$ cat config.mk
export PLATFORM = sky130hd
export DESIGN_NAME = locked_register_bank
export DESIGN_NICKNAME = d
export VERILOG_FILES = /design/src/rtl/locked_reg_pkg.sv /design/src/rtl/debug_unlock_fsm.sv /design/src/rtl/locked_register_bank.sv
export SDC_FILE = /design/constraint.sdc
export NUM_CORES = 1
export LEC_CHECK = 0
export ABC_CLOCK_PERIOD_IN_PS = 10500
export BUFFER_PORTS_ARGS = -buffer_cell sky130_fd_sc_hd__buf_2
export CAP_MARGIN = 25
export CORE_UTILIZATION = 45
export CTS_CLUSTER_DIAMETER = 60
export CTS_CLUSTER_SIZE = 12
export DETAILED_ROUTE_END_ITERATION = 8
export GPL_TIMING_DRIVEN = 0
export SYNTH_ARGS = -nofsm -noshare
export SYNTH_HDL_FRONTEND = slang
export SYNTH_SLANG_ARGS = --single-unit
$ cat constraint.sdc
create_clock -name Clk -period 10.5 [get_ports Clk]
set_input_delay 2.625 -clock Clk [delete_from_list [all_inputs] [get_ports Clk]]
set_output_delay 2.625 -clock Clk [all_outputs]
set_load 0.03 [all_outputs]
$ cat src/rtl/locked_reg_pkg.sv
// Shared types and defaults for the lockable register bank.
// Holds the debug-unlock state enum and the saturating counter helper.
package locked_reg_pkg;

  localparam int DEF_DATA_W        = 16;
  localparam int DEF_NUM_REGS      = 4;
  localparam int DEF_UNLOCK_CYCLES = 8;
  localparam int DEF_CNT_W         = 8;
  localparam int HOLD_CNT_W        = 8;

  typedef enum logic [1:0] {
    IDLE   = 2'd0,
    ARMING = 2'd1,
    OPEN   = 2'd2
  } unlock_state_e;

  // Increment v, sticking at max once it is reached.
  function automatic logic [31:0] sat_inc(
    input logic [31:0] v,
    input logic [31:0] max
  );
    return (v >= max) ? max : v + 32'd1;
  endfunction

endpackage

$ cat src/rtl/debug_unlock_fsm.sv
// Timed unlock for the trusted debug agent: debug_mode & trusted must be
// held for UNLOCK_CYCLES edges before debug writes are let through.
module debug_unlock_fsm
  import locked_reg_pkg::*;
#(
  parameter int UNLOCK_CYCLES = DEF_UNLOCK_CYCLES
) (
  input  logic Clk,
  input  logic reset,
  input  logic debug_mode,
  input  logic trusted,
  output logic debug_open
);

  unlock_state_e           state_q, state_d;
  logic [HOLD_CNT_W-1:0]   cnt_q, cnt_d;
  logic                    go;
  logic [HOLD_CNT_W-1:0]   cnt_inc;

  assign go      = debug_mode & trusted;
  assign cnt_inc = cnt_q + HOLD_CNT_W'(1);

  // State and hold counter registers
  always_ff @(posedge Clk or posedge reset) begin
    if (reset) begin
      state_q <= IDLE;
      cnt_q   <= '0;
    end else begin
      state_q <= state_d;
      cnt_q   <= cnt_d;
    end
  end

  // Next state: arm on request, open once the hold reaches the target
  always_comb begin
    state_d = state_q;
    cnt_d   = cnt_q;
    unique case (state_q)
      IDLE: begin
        if (go) begin
          cnt_d   = HOLD_CNT_W'(1);
          state_d = (UNLOCK_CYCLES == 1) ? OPEN : ARMING;
        end
      end
      ARMING: begin
        if (!go) begin
          cnt_d   = '0;
          state_d = IDLE;
        end else begin
          cnt_d = cnt_inc;
          if (cnt_inc == HOLD_CNT_W'(UNLOCK_CYCLES))
            state_d = OPEN;
        end
      end
      OPEN: begin
        if (!go) begin
          cnt_d   = '0;
          state_d = IDLE;
        end
      end
      default: begin
        cnt_d   = '0;
        state_d = IDLE;
      end
    endcase
  end

  assign debug_open = (state_q == OPEN);

endmodule

$ cat src/rtl/locked_register_bank.sv
// Bank of sticky-lockable config registers with debug override.
// Optional violation counter: define LOCKED_REG_VIOLATION_CNT_EN.
module locked_register_bank
  import locked_reg_pkg::*;
#(
  parameter int DATA_W        = DEF_DATA_W,
  parameter int NUM_REGS      = DEF_NUM_REGS,
  parameter int ADDR_W        = $clog2(NUM_REGS),
  parameter int UNLOCK_CYCLES = DEF_UNLOCK_CYCLES,
  parameter int CNT_W         = DEF_CNT_W
) (
  input  logic                Clk,
  input  logic                reset,
  input  logic [ADDR_W-1:0]   Addr,
  input  logic [DATA_W-1:0]   Data_in,
  input  logic                write,
  input  logic                Lock,
  input  logic                Lock_all,
  input  logic                trusted,
  input  logic                debug_mode,
  input  logic [ADDR_W-1:0]   Rd_addr,
  output logic [DATA_W-1:0]   Data_out,
  output logic [NUM_REGS-1:0] lock_status,
  output logic                debug_open,
  output logic                violation,
  output logic [CNT_W-1:0]    violation_cnt
);

  logic [DATA_W-1:0]   regs_q [NUM_REGS];
  logic [DATA_W-1:0]   regs_d [NUM_REGS];
  logic [NUM_REGS-1:0] lock_q, lock_d;
  logic [DATA_W-1:0]   rdata_q, rdata_d;
  logic                viol_q, viol_d;
  logic                accept;
  logic                reject;

  debug_unlock_fsm #(
    .UNLOCK_CYCLES(UNLOCK_CYCLES)
  ) u_fsm (
    .Clk       (Clk),
    .reset     (reset),
    .debug_mode(debug_mode),
    .trusted   (trusted),
    .debug_open(debug_open)
  );

  // Pre-edge lock bit decides; a same-cycle Lock only bites next cycle
  always_comb begin
    accept = write & (~lock_q[Addr] | debug_open);
    reject = write & ~accept;
  end

  // Register array, lock vector, read data and violation next values
  always_comb begin
    for (int i = 0; i < NUM_REGS; i++)
      regs_d[i] = regs_q[i];
    if (accept)
      regs_d[Addr] = Data_in;
    lock_d = lock_q;
    if (Lock)
      lock_d = lock_d | (NUM_REGS'(1) << Addr);
    if (Lock_all)
      lock_d = '1;
    rdata_d = regs_q[Rd_addr];
    viol_d  = reject;
  end

  // Bank state registers
  always_ff @(posedge Clk or posedge reset) begin
    if (reset) begin
      for (int i = 0; i < NUM_REGS; i++)
        regs_q[i] <= '0;
      lock_q  <= '0;
      rdata_q <= '0;
      viol_q  <= 1'b0;
    end else begin
      for (int i = 0; i < NUM_REGS; i++)
        regs_q[i] <= regs_d[i];
      lock_q  <= lock_d;
      rdata_q <= rdata_d;
      viol_q  <= viol_d;
    end
  end

`ifdef LOCKED_REG_VIOLATION_CNT_EN
  logic [CNT_W-1:0] cnt_q, cnt_d;

  // Saturating rejected-write count
  always_comb begin
    cnt_d = cnt_q;
    if (reject)
      cnt_d = CNT_W'(sat_inc(32'(cnt_q), 32'({CNT_W{1'b1}})));
  end

  // Counter register
  always_ff @(posedge Clk or posedge reset) begin
    if (reset)
      cnt_q <= '0;
    else
      cnt_q <= cnt_d;
  end

  assign violation_cnt = cnt_q;
`else
  assign violation_cnt = '0;
`endif

  assign Data_out    = rdata_q;
  assign lock_status = lock_q;
  assign violation   = viol_q;

endmodule

==> results.sh <==
export IMPL_post_route_drc_count=8
export IMPL_worstMarginPinSlew_ps=744
export IMPL_cp_cell_sequence="buf_2, nand2_1, a211oi_2, buf_4, mux2_2"
export IMPL_critical_path_buf_inv_count=2
export IMPL_cts_resized=0
export IMPL_cap_violations=0
export IMPL_fp_dieArea_sq_mm=0.00955
export IMPL_core_sq_mm=0.00881
export IMPL_start_util=0.468
export IMPL_synth_cell_types=41
export IMPL_crit_type="input port to register"
export IMPL_grt_total_usage=0.174
export IMPL_synth_top_flop_cell="dfrtp_1"
export IMPL_power_switching_mw=0.175
export IMPL_area_delta_synth_final_pct=14.5
export IMPL_pwr_share_comb=0.102
export IMPL_async_reset_ff_frac=1.00
export IMPL_required_ps=10740
export IMPL_drtPass1Iterations=7
export IMPL_setup_viol=0
export IMPL_cts_setup_buffers=0
export IMPL_clk_path_buf_depth=2
export IMPL_finalWeightedCongestion=0.761
export IMPL_outcome="finished with violations"
export IMPL_stdcell_count=452
export IMPL_p_int_mw=0.515
export IMPL_synth_compound_area_frac=0.0546
export IMPL_hpwl_um=5150
export IMPL_wl_per_cell_um=17.1
export IMPL_synth_top_family_by_area="multiplexers"
export IMPL_antenna_found_initial=0
export IMPL_grt_pass1_wl_um=12800
export IMPL_die_h_um=97.7
export IMPL_final_common_cell="dfrtp_1"
export IMPL_grt_max_degree=62
export IMPL_synth_seq_area_share=0.577
export IMPL_rows=34
export IMPL_arrival_ps=4260
export IMPL_hold_path_class="register to register"
export IMPL_hold_viol=0
export IMPL_ios=57
export IMPL_seq_power_share=0.570
export IMPL_cts_root_buf="clkbuf_8"
export IMPL_rsz0062_at_grt="no"
export IMPL_drt_initial_drc_count=87
export IMPL_ir_drop_mv=0.0612
export IMPL_synth_fa_ha_area_frac=0.00303
export IMPL_layout_drive_gt1_share=0.480
export IMPL_finalSetupTns_ps=0
export IMPL_vias=2438
export IMPL_clkTransAtPathRegs_ps=90
export IMPL_dpl_cell_count=436
export IMPL_cp_slowest_cell="a211oi_2"
export IMPL_postSynthAreaPerCell_sq_um=14.9
export IMPL_avgViaCountPerCell=5.39
export IMPL_synth_warnings=0
export IMPL_fmax_mhz=249
export IMPL_wl_um=7720
export IMPL_synth_edf_count=0
export IMPL_ys_ff_latch=95
export IMPL_period_needed_ps=4020
export IMPL_grt_pass1_vias=2446
export IMPL_synth_area_mux_share=0.268
export IMPL_finalCritPeriodShare=0.383
export IMPL_finalClockSkew_ps=11.1
export IMPL_nets=367
export IMPL_p_per_area_mw_per_mm2=146
export IMPL_slew_headroom=0.503
export IMPL_die_x_um=97.7
export IMPL_critPathCaptureType="register"
export IMPL_antenna_cells=0
export IMPL_start_kind="input port"
export IMPL_io_buffers=44
export IMPL_synth_simple_gate_area_frac=0.0464
export IMPL_syn_inst=276
export IMPL_failed_checks="design-rule violations"
export IMPL_drv_slew=0
export IMPL_ant_nets=0
export IMPL_numCtsBuffers=9
export IMPL_cts_hold_buffers_added=0
export IMPL_netlist_area_sq_mm=0.00412
export IMPL_p_leak_nw=2.27
export IMPL_final_cell_mix="95 x dfrtp_1, 64 x mux2_2, 49 x buf_2"
export IMPL_cts_max_level=3
export IMPL_synth_xor_area_share=0.0127
export IMPL_cpPeakStageDelay_ps=640
export IMPL_path_max_fanout=10
export IMPL_cts_tree="yes"
export IMPL_numClockSinks=95
export IMPL_path_delay_family="compound AO/OA/AOI/OAI gates"
export IMPL_grt_overflow=0
export IMPL_clockPowerShare=0.328
export IMPL_swShare=0.254
export IMPL_clock_latency_ps=360
[path summary, 6_finish.rpt]
check,startpoint,endpoint,slack (ps),cells past startpoint
max,Addr[1],regs_q[23],6480,5
min in group asynchronous,reset,u_fsm.cnt_q[1],2280,2
min reg2reg,regs_q[26],regs_q[26],510,1
max reg2reg,u_fsm.state_q[1],regs_q[23],8320,5
min,regs_q[26],regs_q[26],510,1
max in group asynchronous,reset,regs_q[13],7570,3
[logic make-up (layout without fill, tap and decap cells)]
kind of cell | after synthesis | count (layout)
AOI/OAI and AO/OA | 26 | 26
adders and majority gates | 1 | 1
muxes | 81 | 81
and+or+nand+nor | 40 | 40
other | 1 | 8
buffers and inverters | 26 | 87
xor gates and xnor gates | 6 | 6
DFF | 95 | 95
[Yosys cell counts, types with 4 or more instances]
library cell / instances / share of area
nand2_1: 17 / 0.015
buf_4: 10 / 0.018
clkbuf_1: 5 / 0.0046
dfrtp_1: 95 / 0.58
nand3_1: 6 / 0.0073
nor2_1: 4 / 0.0036
buf_2: 5 / 0.0061
o21ai_0: 5 / 0.0061
mux2_2: 64 / 0.17
mux4_2: 17 / 0.093
inv_1: 4 / 0.0036
[power groups by stage]
| stage | Sequential [mW] | Combinational [mW] | Clock (mW) |
|---|---|---|---|
| 5_1_grt | 0.396 | 0.0763 | 0.248 |
| 6_report | 0.393 | 0.0702 | 0.226 |
| 4_1_cts | 0.394 | 0.0712 | 0.232 |
| 3_3_place_gp | 0.400 | 0.0682 | 0 |
| 3_5_place_dp | 0.401 | 0.0711 | 0 |
| 2_1_floorplan | 0.408 | 0.0407 | 0 |
[registers in the layout (all words and copies together) (netlist names)]
register,flops
Data_out,16
lock_status,4
regs_q,64
u_fsm.cnt_q,8
u_fsm.state_q,2
violation,1
[layout make-up]
| class | instances | area, sq um |
|---|---|---|
| Inverter | 4 | 17.5 |
| Tap cell | 108 | 135 |
| Sequential cell | 95 | 2380 |
| Clock inverter | 4 | 30.0 |
| Multi-Input combinational cell | 162 | 1620 |
| Buffer | 22 | 141 |
| Clock buffer | 12 | 155 |
| Fill cell | 738 | 4090 |
| Timing Repair Buffer | 45 | 248 |
[per-layer routing]
metal / routed length (um) / GRT usage / share of wire / vias to the layer above
li1: - / - / - / 1123
met1: 3640 / 0.240 / 0.47 / 1250
met2: 3640 / 0.270 / 0.47 / 53
met3: 294 / 0.0432 / 0.038 / 12
met4: 140 / 0.0629 / 0.018 / 0
met5: 0 / 0 / 0 / -
[through the flow]
stage	setup WS, ps	area, sq um	hold WS, ps	utilization	power (mW)
final	6480	4720	508	0.536	0.689
after floorplan	5400	4150	475	-	0.449
after CTS	6490	4720	511	0.536	0.697
after global placement	4230	4500	486	0.512	0.468
after detailed placement	6090	4530	490	0.515	0.472
after global routing	6420	4720	525	0.536	0.720
Note: power is estimated with default switching activity, not from simulation.
